`src/rtl/mem_initiator_pkg.sv`:
```
// ---------------------------------------------------------------------------
// mem_initiator_pkg
//
// Shared definitions for the mem_initiator block: the controller state
// encoding and the default memory geometry.
//
// Optional feature macro used by mem_initiator: MEM_INITIATOR_VERIFY_EN
// ---------------------------------------------------------------------------
package mem_initiator_pkg;

  // Default data word width and number of memory words
  localparam int MEM_INIT_WIDTH = 16;
  localparam int MEM_INIT_DEPTH = 1024;

  // Controller states; VRD/VCAP are only reachable in the verify build
  typedef enum logic [2:0] {
    IDLE,
    WR,
    RD,
    CAP,
    VRD,
    VCAP,
    RSP
  } mem_init_state_t;

endpackage

```
`src/rtl/mem_initiator.sv`:
```
// ---------------------------------------------------------------------------
// mem_initiator
//
// Initiator-side controller for the single-port Mem word memory. Accepts one
// load/store request at a time over a valid/ready handshake, drives the Mem
// address/data/write-enable pins, captures the synchronous read data and
// returns a response over a second valid/ready handshake.
//
// Configuration macro:
//   MEM_INITIATOR_VERIFY_EN  when defined, every store is followed by a
//                            read-back of the same address; the response
//                            carries the read-back value and flags an error
//                            if it differs from the written data.
//
// Ports:
//   clk         in   system clock, rising edge
//   rst         in   asynchronous active-low reset
//   req_valid   in   request present
//   req_ready   out  block can accept a request
//   req_we      in   1 = store, 0 = load
//   req_addr    in   word address
//   req_wdata   in   store data
//   resp_valid  out  response present
//   resp_ready  in   consumer accepts response
//   resp_rdata  out  load data; for stores, the written (or read-back) data
//   resp_err    out  error flag for this response
//   mem_addr    out  to Mem.addr
//   mem_wdata   out  to Mem.wdata
//   mem_we      out  to Mem.we
//   mem_out     in   from Mem.out, valid one clock after mem_addr
// ---------------------------------------------------------------------------
module mem_initiator
  import mem_initiator_pkg::*;
#(
  parameter int WIDTH    = MEM_INIT_WIDTH,
  parameter int DEPTH    = MEM_INIT_DEPTH,
  parameter int ADD_SIZE = $clog2(DEPTH)
) (
  input  logic                clk,
  input  logic                rst,
  input  logic                req_valid,
  output logic                req_ready,
  input  logic                req_we,
  input  logic [ADD_SIZE-1:0] req_addr,
  input  logic [WIDTH-1:0]    req_wdata,
  output logic                resp_valid,
  input  logic                resp_ready,
  output logic [WIDTH-1:0]    resp_rdata,
  output logic                resp_err,
  output logic [ADD_SIZE-1:0] mem_addr,
  output logic [WIDTH-1:0]    mem_wdata,
  output logic                mem_we,
  input  logic [WIDTH-1:0]    mem_out
);

  // One extra bit so the range check also works when DEPTH is a power of two
  localparam logic [ADD_SIZE:0] DepthLimit = (ADD_SIZE + 1)'(DEPTH);

  mem_init_state_t     state_q, state_d;
  logic [ADD_SIZE-1:0] addr_q, addr_d;
  logic [WIDTH-1:0]    wdata_q, wdata_d;
  logic [WIDTH-1:0]    rdata_q, rdata_d;
  logic                err_q, err_d;
  logic                outOfRange;

  assign outOfRange = ({1'b0, req_addr} >= DepthLimit);

  always_ff @(posedge clk or negedge rst) begin
    if (!rst) begin
      state_q <= IDLE;
      addr_q  <= '0;
      wdata_q <= '0;
      rdata_q <= '0;
      err_q   <= 1'b0;
    end else begin
      state_q <= state_d;
      addr_q  <= addr_d;
      wdata_q <= wdata_d;
      rdata_q <= rdata_d;
      err_q   <= err_d;
    end
  end

  // Address/data registers only load for in-range requests, so the memory
  // pins keep their last real access while an error response is returned.
  always_comb begin
    state_d = state_q;
    addr_d  = addr_q;
    wdata_d = wdata_q;
    rdata_d = rdata_q;
    err_d   = err_q;
    case (state_q)
      IDLE: begin
        if (req_valid) begin
          err_d   = outOfRange;
          rdata_d = '0;
          if (outOfRange) begin
            state_d = RSP;
          end else begin
            addr_d  = req_addr;
            wdata_d = req_wdata;
            state_d = req_we ? WR : RD;
          end
        end
      end
      WR: begin
`ifdef MEM_INITIATOR_VERIFY_EN
        state_d = VRD;
`else
        rdata_d = wdata_q;
        state_d = RSP;
`endif
      end
      RD:   state_d = CAP;
      CAP: begin
        rdata_d = mem_out;
        state_d = RSP;
      end
      VRD:  state_d = VCAP;
      VCAP: begin
        rdata_d = mem_out;
        err_d   = (mem_out != wdata_q);
        state_d = RSP;
      end
      RSP: begin
        if (resp_ready) begin
          state_d = IDLE;
        end
      end
      default: state_d = IDLE;
    endcase
  end

  // req_ready is gated by rst so nothing looks acceptable while in reset
  assign req_ready  = rst && (state_q == IDLE);
  assign resp_valid = (state_q == RSP);
  assign resp_rdata = rdata_q;
  assign resp_err   = err_q;
  assign mem_we     = (state_q == WR);
  assign mem_addr   = addr_q;
  assign mem_wdata  = wdata_q;

endmodule

```
`config.mk`:
```
export PLATFORM = sky130hd
export DESIGN_NAME = mem_initiator
export DESIGN_NICKNAME = d
export VERILOG_FILES = /design/src/rtl/mem_initiator_pkg.sv /design/src/rtl/mem_initiator.sv
export SDC_FILE = /design/constraint.sdc
export NUM_CORES = 1
export LEC_CHECK = 0
export BUFFER_PORTS_ARGS = -buffer_cell sky130_fd_sc_hd__buf_4
export CELL_PAD_IN_SITES_DETAIL_PLACEMENT = 2
export CELL_PAD_IN_SITES_GLOBAL_PLACEMENT = 2
export CORE_AREA = 4 4 122 66
export DETAILED_ROUTE_END_ITERATION = 16
export DIE_AREA = 0 0 126 70
export PLACE_DENSITY_LB_ADDON = 0.1
export SETUP_SLACK_MARGIN = 0.05
export SLEW_MARGIN = 10
export SYNTH_ARGS = -nofsm -noshare
export SYNTH_HDL_FRONTEND = slang
export SYNTH_SLANG_ARGS = --single-unit
```
`constraint.sdc`:
```
create_clock -name clk -period 3.2 [get_ports clk]
set_input_delay 0.48 -clock clk [delete_from_list [all_inputs] [get_ports clk]]
set_output_delay 0.48 -clock clk [all_outputs]
set_load 0.03 [all_outputs]
```
# Yosys cells after proc, flatten, opt, wreduce, memory -nomap -nowiden
# Index checks and enable logic that the tools add are counted.
# Widths: inputs -> output; s select.
dict set report op_classes {
  eq_ne 9
  muxes 8
  n_reduce_logical 10
}
# operator n
set ops {}
lappend ops {{$pmux 16 s3} 1}
lappend ops {{$mux 16} 1}
lappend ops {{$ne 16x16->1} 1}
lappend ops {{$pmux 3 s5} 1}
lappend ops {{$eq 3x3->1 const B} 3}
lappend ops {{$reduce_and 2->1} 4}
lappend ops {{$eq 3x2->1 const B} 2}
lappend ops {{$mux 3} 2}
lappend ops {{$eq 3x1->1 const B} 1}
lappend ops {{$logic_not 3->1} 1}
lappend ops {{$reduce_bool 3->1} 1}
lappend ops {{$reduce_or 3->1} 1}
lappend ops {{$mux 2} 1}
lappend ops {{$ne 2x1->1 const B} 1}
lappend ops {{$ne 2x2->1 const B} 1}
lappend ops {{$pmux 1 s2} 1}
lappend ops {{$reduce_bool 2->1} 1}
lappend ops {{$reduce_or 2->1} 1}
lappend ops {{$logic_and 1x1->1} 1}
lappend ops {{$mux 1} 1}
dict set report word_totals {
  in_bits 47
  out_inout_bits 46
  elab_cells 32
  register_bits 46
}

# Logic depth before layout (Yosys ltp)
# Gate-level depths: netlist of run 1.
dict set report logic_depth {
  ltp_word 4
  ltp_mapped 5
  ltp_nobuf 4
}

# Least setup slack after synthesis of run 1
# OpenSTA, ideal clock, no wires.
dict set report synth_timing {
  path_kind {flip-flop to output port}
  start {register state_q[1]}
  end {output req_ready}
  arrival_time_ps 1622
  slack_ps 1098
  n_path_buf 1
  required_ps 2720
  stages_incl_launch_ff 3
  cell_sequence {dfrtp_1 -> buf_2 -> nor4b_1}
}
dict set report synth_between {
  elab_chain_cells 2
}
# element line_no
set synth_rtl {}
lappend synth_rtl {{from (decl)} mem_initiator.sv:59} ;# mem_init_state_t state_q, state_d;
lappend synth_rtl {{from (signal assigned)} mem_initiator.sv:76} ;# state_q <= state_d;
lappend synth_rtl {{$logic_not 3->1} mem_initiator.sv:135} ;# assign req_ready = rst && (state_q == IDLE);
lappend synth_rtl {{$logic_and 1x1->1} mem_initiator.sv:135}
lappend synth_rtl {{to (decl)} mem_initiator.sv:42} ;# output logic req_ready,
# Every way passes these cells.

# Worst setup path after layout of run 1
dict set report layout_timing {
  start {register state_q[1]}
  end {output mem_we}
}
dict set report layout_between {
  elab_chain_cells 1
}
# element line_no
set layout_rtl {}
lappend layout_rtl {{$eq 3x1->1} mem_initiator.sv:139} ;# assign mem_we = (state_q == WR);
lappend layout_rtl {{to (decl)} mem_initiator.sv:52} ;# output logic mem_we,
# Every way passes these cells.

==> results of run 1 <==
-- metrics by stage --
step                      hold WS (ns)  std cells
after floorplan                  0.184        157
after CTS                        0.367        348
after global placement           0.464        340
after detailed placement         0.474        340
after global routing             0.385        348
final                            0.336        348
-- logic make-up after synthesis --
logic type      Yosys count  synth area share
simple gates             31            0.0980
xor+xnor                 16            0.0669
mux                      26             0.140
compound gates           30             0.121
flops                    46             0.550
buf+inv                   8            0.0245
-- worst reg2reg max path, cell delays in order, from the launching register on --
cell	delay, ns
sky130_fd_sc_hd__dfrtp_1	0.50
sky130_fd_sc_hd__nand2b_4	0.22
sky130_fd_sc_hd__nor3_4	0.55
sky130_fd_sc_hd__buf_4	0.35
sky130_fd_sc_hd__mux2_2	0.36
-- layout make-up --
cell class              instances  area (um^2)  area share
flip-flops and latches         46         1150       0.381
clock inverters                 3         21.3     0.00704
clock buffers                   5          125      0.0414
well taps                      96          120      0.0398
repair buffers                 95          713       0.236
multi-input cells             103          891       0.295
-- layer usage --
metal,share of wire,vias up,global-route usage
met4,0.011,0,0.0392
met2,0.43,47,0.211
met1,0.49,789,0.210
li1,-,760,-
met3,0.062,7,0.0519
met5,0,-,0
-- synthesized netlist by cell type --
cell	number	area, um^2
sky130_fd_sc_hd__o211ai_1	1	7.51
sky130_fd_sc_hd__nand2_1	3	11.3
sky130_fd_sc_hd__xnor2_1	12	105
sky130_fd_sc_hd__a22o_1	4	35.0
sky130_fd_sc_hd__mux2_2	24	270
sky130_fd_sc_hd__a31oi_1	1	6.26
sky130_fd_sc_hd__nor3_4	1	16.3
sky130_fd_sc_hd__a21o_1	4	30.0
sky130_fd_sc_hd__buf_2	5	25.0
sky130_fd_sc_hd__o21a_1	3	22.5
sky130_fd_sc_hd__nand2b_1	2	12.5
sky130_fd_sc_hd__buf_4	2	15.0
sky130_fd_sc_hd__nand2b_4	1	13.8
sky130_fd_sc_hd__o21ai_0	2	10.0
sky130_fd_sc_hd__and3b_1	1	8.76
sky130_fd_sc_hd__nor3_1	1	5.00
sky130_fd_sc_hd__xor2_1	4	35.0
sky130_fd_sc_hd__nor2b_1	3	18.8
sky130_fd_sc_hd__and2_1	12	75.1
sky130_fd_sc_hd__dfrtp_1	46	1150
sky130_fd_sc_hd__buf_6	1	11.3
sky130_fd_sc_hd__nand4_1	3	18.8
sky130_fd_sc_hd__a211oi_1	2	15.0
sky130_fd_sc_hd__nor2_1	2	7.51
sky130_fd_sc_hd__mux2_1	2	22.5
sky130_fd_sc_hd__a221o_1	12	120
sky130_fd_sc_hd__nor4b_1	2	17.5
sky130_fd_sc_hd__o22ai_1	1	6.26
-- worst paths after layout --
kind / from / endpoint / cells past startpoint
worst min register to register: resp_rdata[7] / resp_rdata[7] / 1
worst min-delay path: rst / resp_rdata[14] / 2
worst max register to register: state_q[2] / mem_addr[6] / 4
min in group clk: req_wdata[8] / mem_wdata[8] / 2
max in group asynchronous: rst / resp_rdata[9] / 2
worst max-delay path: state_q[1] / mem_we / 4
-- power by group --
part,internal (mW),switching (mW)
sequential,0.861,0.280
combinational,0.789,0.996
clock,0.289,0.230
-- registers in the layout, indices dropped and copies added, names as in the netlist --
name / count
mem_wdata: 16
resp_rdata: 16
mem_addr: 10
state_q: 3
resp_err: 1
==> results.txt, run 1 <==
----------------------------------------------------
[GRT]
  Total overflow reported by the global router ... 0
  Largest net degree at the start of global routing ... 47
  Wire length of the first global-routing pass ... 10,100 um
  Total GRT Usage ... 0.148
  Number of global-route vias before repair ... 1,749
  Number of antenna violations at the first check in global routing ... 0

[Routing]
  Drt pass-1 iters ... 2
  Initial drt markers ... 44
  Detailed-route wire length per cell ... 18.4 um
  Post-detailed-routing wire length ... 6420 um
  Residual DRC ... 0
  Via count normalized by instance count ... 4.61
  Number of vias in the routed layout ... 1,603
  Antenna-violating nets left ... 0

[STA]
  Post-route setup TNS ... 0 ns
  Final hold violation count ... 0
  RSZ-0062 raised after global routing ... no
  Tmin final ... 2.09 ns
  Final worst-path setup slack ... 1.11 ns
  Final Setup Violations ... 0
  Worst Skew ... 0.00346 ns
  Final max-slew violation count ... 0
  Slew HR ... 0.522
  Slew at the pin closest to its max-slew limit ... 0.717 ns
  Final clock period utilization by the worst path ... 0.654
  Timing-limited maximum frequency ... 0.478 GHz

[Placed design]
  Weighted congestion reported at the end of routability-driven placement ... 0.730
  Placement Cell Area ... 0.00288 mm^2
  Worst slack after detailed placement ... 1.11 ns
  Post-detail-place hpwl ... 4860 um
  Port Buf Inserts ... 92

[Clock tree]
  CTS sink cnt ... 46
  Clock transition at path regs ... 0.07 ns
  Clock latency of the later-clocked register in the worst-skew pair ... 0.29 ns
  TritonCTS clock tree ... built
  CTS-repair resized insts ... 0
  # Post-CTS Setup Buffers ... 0
  Number of buffers inserted during clock tree synthesis ... 5
  Buffer levels on the longest clock path ... 2
  Number of buffers inserted by hold repair at cts ... 0
  Clock tree root buffer cell ... sky130_fd_sc_hd__clkbuf_16
  H-Tree Level Count ... 2

[Logic synthesis]
  Fraction of the yosys area taken by sequential cells ... 0.550
  Count of cell types in the netlist ... 28
  Number of warning messages in the yosys log ... 0
  Synth Cell Area ... 0.00209 mm^2
  Synthesized net count ... 204
  Syn Area/Cell ... 13.3 um^2
  Synthesized instance count ... 157
  FF+latch count, synth ... 46

[Worst setup path]
  Largest fanout of any net on the critical path ... 17
  Endpoint required time on the critical path ... 2.72 ns
  Largest stage delay on the critical path ... 0.52 ns
  Critical setup path kind ... register to output port
  Crit end category ... output port
  Kind of start point of the critical path ... register
  Worst path buffer plus inverter count ... 2
  CP cell instances ... nand2b_1 -> nor2_1 -> buf_4 -> buf_4
  Slowest stage cell on the critical path ... sky130_fd_sc_hd__dfrtp_1
  Arrival time at the worst endpoint ... 1.61 ns
  Cell family with most CP delay ... flip-flops
  Cell repeated most along the worst path ... sky130_fd_sc_hd__buf_4
  Setup slack of the most critical reg-to-reg path ... 1.12 ns

[Layout]
  Count of inserted antenna diode cells ... 0
  Fraction of layout cells with a size suffix above 1 ... 0.512
  Post-route standard cell area excluding fillers ... 0.00302 mm^2
  Growth of design area from synthesis to finish ... 44.4%
  Number of filler cells placed in the layout ... 740
  Most frequent standard cell in the layout excluding fill and tap cells ... sky130_fd_sc_hd__buf_4
  Highest-count cells in the layout ignoring fill and taps ... 95 x sky130_fd_sc_hd__buf_4, 46 x sky130_fd_sc_hd__dfrtp_1, 24 x sky130_fd_sc_hd__mux2_2
  Final nets ... 298
  Utilization after layout ... 0.429

[Floorplanning]
  Starting density of the core ... 0.297
  Ports ... 93
  Width of the die ... 126 um
  Die Footprint ... 0.00882 mm^2
  Num rows ... 22
  Core box area ... 0.00705 mm^2
  Die height ... 70 um

[Status]
  Result of the run ... complete, no violations

[Run]
  Max-Cap Viols ... 0

[Worst hold path]
  Path category of the worst min-delay check ... input pin to asynchronous set/reset pin

[Pwr]
  Overall power after layout ... 3.45 mW
  Worst vdd ir ... 0.540 mV
  Static leakage ... 1.43 nW
  Pwr/cell area ... 1140 mW/mm^2

----------------------------------------------------
No activity file was read; power rests on OpenSTA's default activity.
==> inputs of run 2 (changes only) <==
--- a/config.mk
+++ b/config.mk
@@ -8,9 +8,9 @@
 export BUFFER_PORTS_ARGS = -buffer_cell sky130_fd_sc_hd__buf_4
 export CELL_PAD_IN_SITES_DETAIL_PLACEMENT = 2
 export CELL_PAD_IN_SITES_GLOBAL_PLACEMENT = 2
-export CORE_AREA = 4 4 122 66
+export CORE_AREA = 4 4 126 68
 export DETAILED_ROUTE_END_ITERATION = 16
-export DIE_AREA = 0 0 126 70
+export DIE_AREA = 0 0 130 72
 export PLACE_DENSITY_LB_ADDON = 0.1
 export SETUP_SLACK_MARGIN = 0.05
 export SLEW_MARGIN = 10
==> constraint.sdc (replaced) <==
create_clock -name clk -period 2 [get_ports clk]
set_input_delay 0.3 -clock clk [delete_from_list [all_inputs] [get_ports clk]]
set_output_delay 0.3 -clock clk [all_outputs]
set_load 0.03 [all_outputs]
==> run 2 against run 1 <==
  * Die area rose by 6.1%
  * Count of clock-buffer cells in the layout increased by 1
  * Critical path depth is the same
  * Sequential share of layout area shrank 0.28 points
  * Register-to-register slack worse by 0.84 ns
  * Critical endpoint unchanged
  * Largest cell class unchanged
  * Cell area increased by 0.95%
  * Clock power is 65% higher
  * Sequential power rose by 61%
  * Wire length increased by 0.58%
  * Largest power group unchanged
  * Total power grew 62%
  * First-iteration DRC count increased by 27%
==> results.txt, run 2 (synthesis gave the netlist of run 1 again) <==
----------------------------------------------------
[Status]
  Result of the run ... complete, no violations

[Floorplanning]
  Num rows ... 23 (+4.5%)
  Width of the die ... 130 um (+3.2%)
  Ports ... 93 (unchanged)
  Die height ... 72 um (+2.9%)
  Starting density of the core ... 0.276 (-0.0215)
  Core box area ... 0.00760 mm^2 (+7.8%)
  Die Footprint ... 0.00936 mm^2 (+6.1%)

[GRT]
  Total overflow reported by the global router ... 0 (unchanged)
  Wire length of the first global-routing pass ... 10,400 um (+2.7%)
  Number of antenna violations at the first check in global routing ... 0 (unchanged)
  Total GRT Usage ... 0.145 (-0.00221)
  Largest net degree at the start of global routing ... 47 (unchanged)
  Number of global-route vias before repair ... 1,874 (+7.1%)

[STA]
  Final max-slew violation count ... 0 (unchanged)
  RSZ-0062 raised after global routing ... yes
  Final hold violation count ... 0 (unchanged)
  Post-route worst hold slack ... 0.161 ns (-0.175 ns)
  Final worst-path setup slack ... 0.147 ns (-0.961 ns)
  Slew HR ... 0.528 (+0.00595)
  Timing-limited maximum frequency ... 0.540 GHz
  Post-route setup TNS ... 0 ns (unchanged)
  Slew at the pin closest to its max-slew limit ... 0.708 ns (-0.00893 ns)
  Tmin final ... 1.85 ns
  Worst Skew ... 0.00428 ns (+0.000814 ns)
  Final clock period utilization by the worst path ... 0.926
  Final Setup Violations ... 0 (unchanged)

[Layout]
  Number of filler cells placed in the layout ... 803 (+8.5%)
  Most frequent standard cell in the layout excluding fill and tap cells ... sky130_fd_sc_hd__buf_4
  Final nets ... 300 (+0.67%)
  Fraction of layout cells with a size suffix above 1 ... 0.528 (+0.0157)
  Count of inserted antenna diode cells ... 0 (unchanged)
  Multi-input gate area in the final layout ... 892 um^2 (+0.14%)
  Utilization after layout ... 0.402 (-0.0273)
  Flip-flop and latch area ... 0.00115 mm^2 (+0.22%)
  Growth of design area from synthesis to finish ... 45.7%
  Post-route standard cell area excluding fillers ... 0.00305 mm^2 (+0.95%)
  Highest-count cells in the layout ignoring fill and taps ... 97 x sky130_fd_sc_hd__buf_4, 44 x sky130_fd_sc_hd__dfrtp_1, 24 x sky130_fd_sc_hd__mux2_2

[Worst setup path]
  Critical setup path kind ... register to output port
  Worst path buffer plus inverter count ... 2 (unchanged)
  Cell family with most CP delay ... flip-flops
  Cell repeated most along the worst path ... sky130_fd_sc_hd__buf_4
  Arrival time at the worst endpoint ... 1.55 ns (-0.06 ns)
  Largest fanout of any net on the critical path ... 12 (-5)
  Slowest stage cell on the critical path ... sky130_fd_sc_hd__dfrtp_2
  Kind of start point of the critical path ... register
  CP cell instances ... nand2b_1 -> nor2_1 -> buf_4 -> buf_4
  Number of logic stages on the critical path including buffering ... 4 (unchanged)
  Largest stage delay on the critical path ... 0.49 ns (-0.03 ns)
  R2r worst-path depth ... 4 (unchanged)
  Crit end category ... output port
  Endpoint required time on the critical path ... 1.70 ns (-1.02 ns)

[Routing]
  Via count normalized by instance count ... 4.64 (+0.64%)
  Post-detailed-routing wire length ... 6450 um (+0.58%)
  Drt pass-1 iters ... 4 (+2)
  Detailed-route wire length per cell ... 18.2 um (-1.1%)
  Initial drt markers ... 56 (+27%)
  Residual DRC ... 0 (unchanged)
  Antenna-violating nets left ... 0 (unchanged)
  Number of vias in the routed layout ... 1,641 (+2.4%)

[Clock tree]
  Clock transition at path regs ... 0.06 ns (about the same)
  Number of buffers inserted by hold repair at cts ... 0 (unchanged)
  H-Tree Level Count ... 2 (unchanged)
  CTS sink cnt ... 46 (unchanged)
  Number of buffers inserted during clock tree synthesis ... 5 (unchanged)
  Clock tree root buffer cell ... sky130_fd_sc_hd__clkbuf_16
  Clock latency of the later-clocked register in the worst-skew pair ... 0.29 ns (about the same)
  TritonCTS clock tree ... built
  # Post-CTS Setup Buffers ... 0 (unchanged)
  Buffer levels on the longest clock path ... 2 (unchanged)
  CTS-repair resized insts ... 0 (unchanged)

[Pwr]
  Pwr/cell area ... 1830 mW/mm^2 (+60%)
  Part of the power in combinational logic ... 0.517 (about the same)
  Relative contribution of the clock network to total power ... 0.154 (+0.003)
  Net switching power ... 2.42 mW (+60%)
  Worst vdd ir ... 0.672 mV (+24%)
  Static leakage ... 1.44 nW (+0.85%)
  Seq pwr share ... 0.329 (-0.002)
  Internal power consumption ... 3.16 mW (+63%)
  Switching power share of the total ... 0.434 (-0.00362)

[Placed design]
  Weighted congestion reported at the end of routability-driven placement ... 0.758 (+3.8%)
  Worst slack after detailed placement ... 0.156 ns (-0.950 ns)
  Port Buf Inserts ... 92 (unchanged)
  Post-detail-place hpwl ... 4950 um (+1.9%)
  Placement Cell Area ... 0.00290 mm^2 (+0.70%)

[Run]
  Max-Cap Viols ... 0 (unchanged)

[Worst hold path]
  Path category of the worst min-delay check ... input pin to asynchronous set/reset pin

----------------------------------------------------
[run 2: changes by cell type in the layout (fill, tap and decap cells not counted)]
cell / delta
sky130_fd_sc_hd__dfrtp_1: -2
sky130_fd_sc_hd__clkbuf_8: +1
sky130_fd_sc_hd__dfrtp_2: +2
sky130_fd_sc_hd__o21a_1: -1
sky130_fd_sc_hd__buf_4: +2
sky130_fd_sc_hd__clkinv_4: -1
sky130_fd_sc_hd__o21a_2: +1
[run 2: final cells by class]
cell class	count	share of cell area
clock buffers	6	0.0455
repair buffers	97	0.239
well taps	100	0.0410
clock inverters	2	0.00410
multi-input cells	103	0.292
flip-flops and latches	46	0.378
[run 2: power by group through the flow]
stage	clock, mW	sequential [mW]	combinational (mW)
finish	0.856	1.83	2.88
global route	0.935	1.93	3.10
CTS	0.890	1.84	2.93
detailed placement	0	1.85	2.93
global placement	0	1.84	2.87
floorplan	0	2.49	1.16
[run 2: metal layers]
layer | up-vias | GRT usage | wire length, um
met5 | - | 0 | 0
met3 | 7 | 0.0397 | 400
met4 | 0 | 0.0380 | 73
met2 | 45 | 0.213 | 2860
met1 | 824 | 0.212 | 3120
li1 | 765 | - | -
[run 2: metrics by stage]
step / instances / power, mW
after floorplan: 157 / 3.65
after global placement: 346 / 4.71
after detailed placement: 346 / 4.78
after CTS: 354 / 5.67
after global routing: 354 / 5.96
final: 354 / 5.57
[run 2: worst reg2reg max path, cell delays in order, from the launching register on]
cell and delay [ns]:
sky130_fd_sc_hd__dfrtp_1 0.53, sky130_fd_sc_hd__nor2b_1 0.22, sky130_fd_sc_hd__o21a_1 0.60, sky130_fd_sc_hd__a22o_1 0.23, sky130_fd_sc_hd__a21o_1 0.08
[run 2: worst paths after layout]
path                       slack [ns]       endpoint          start
max                              0.15         mem_we     state_q[1]
min                              0.16   mem_wdata[6]            rst
max reg2reg                      0.28  resp_rdata[9]     state_q[2]
min reg2reg                      0.48  resp_rdata[7]  resp_rdata[7]
max in group asynchronous        1.38     state_q[1]            rst
min in group clk                 0.23   mem_wdata[9]   req_wdata[9]
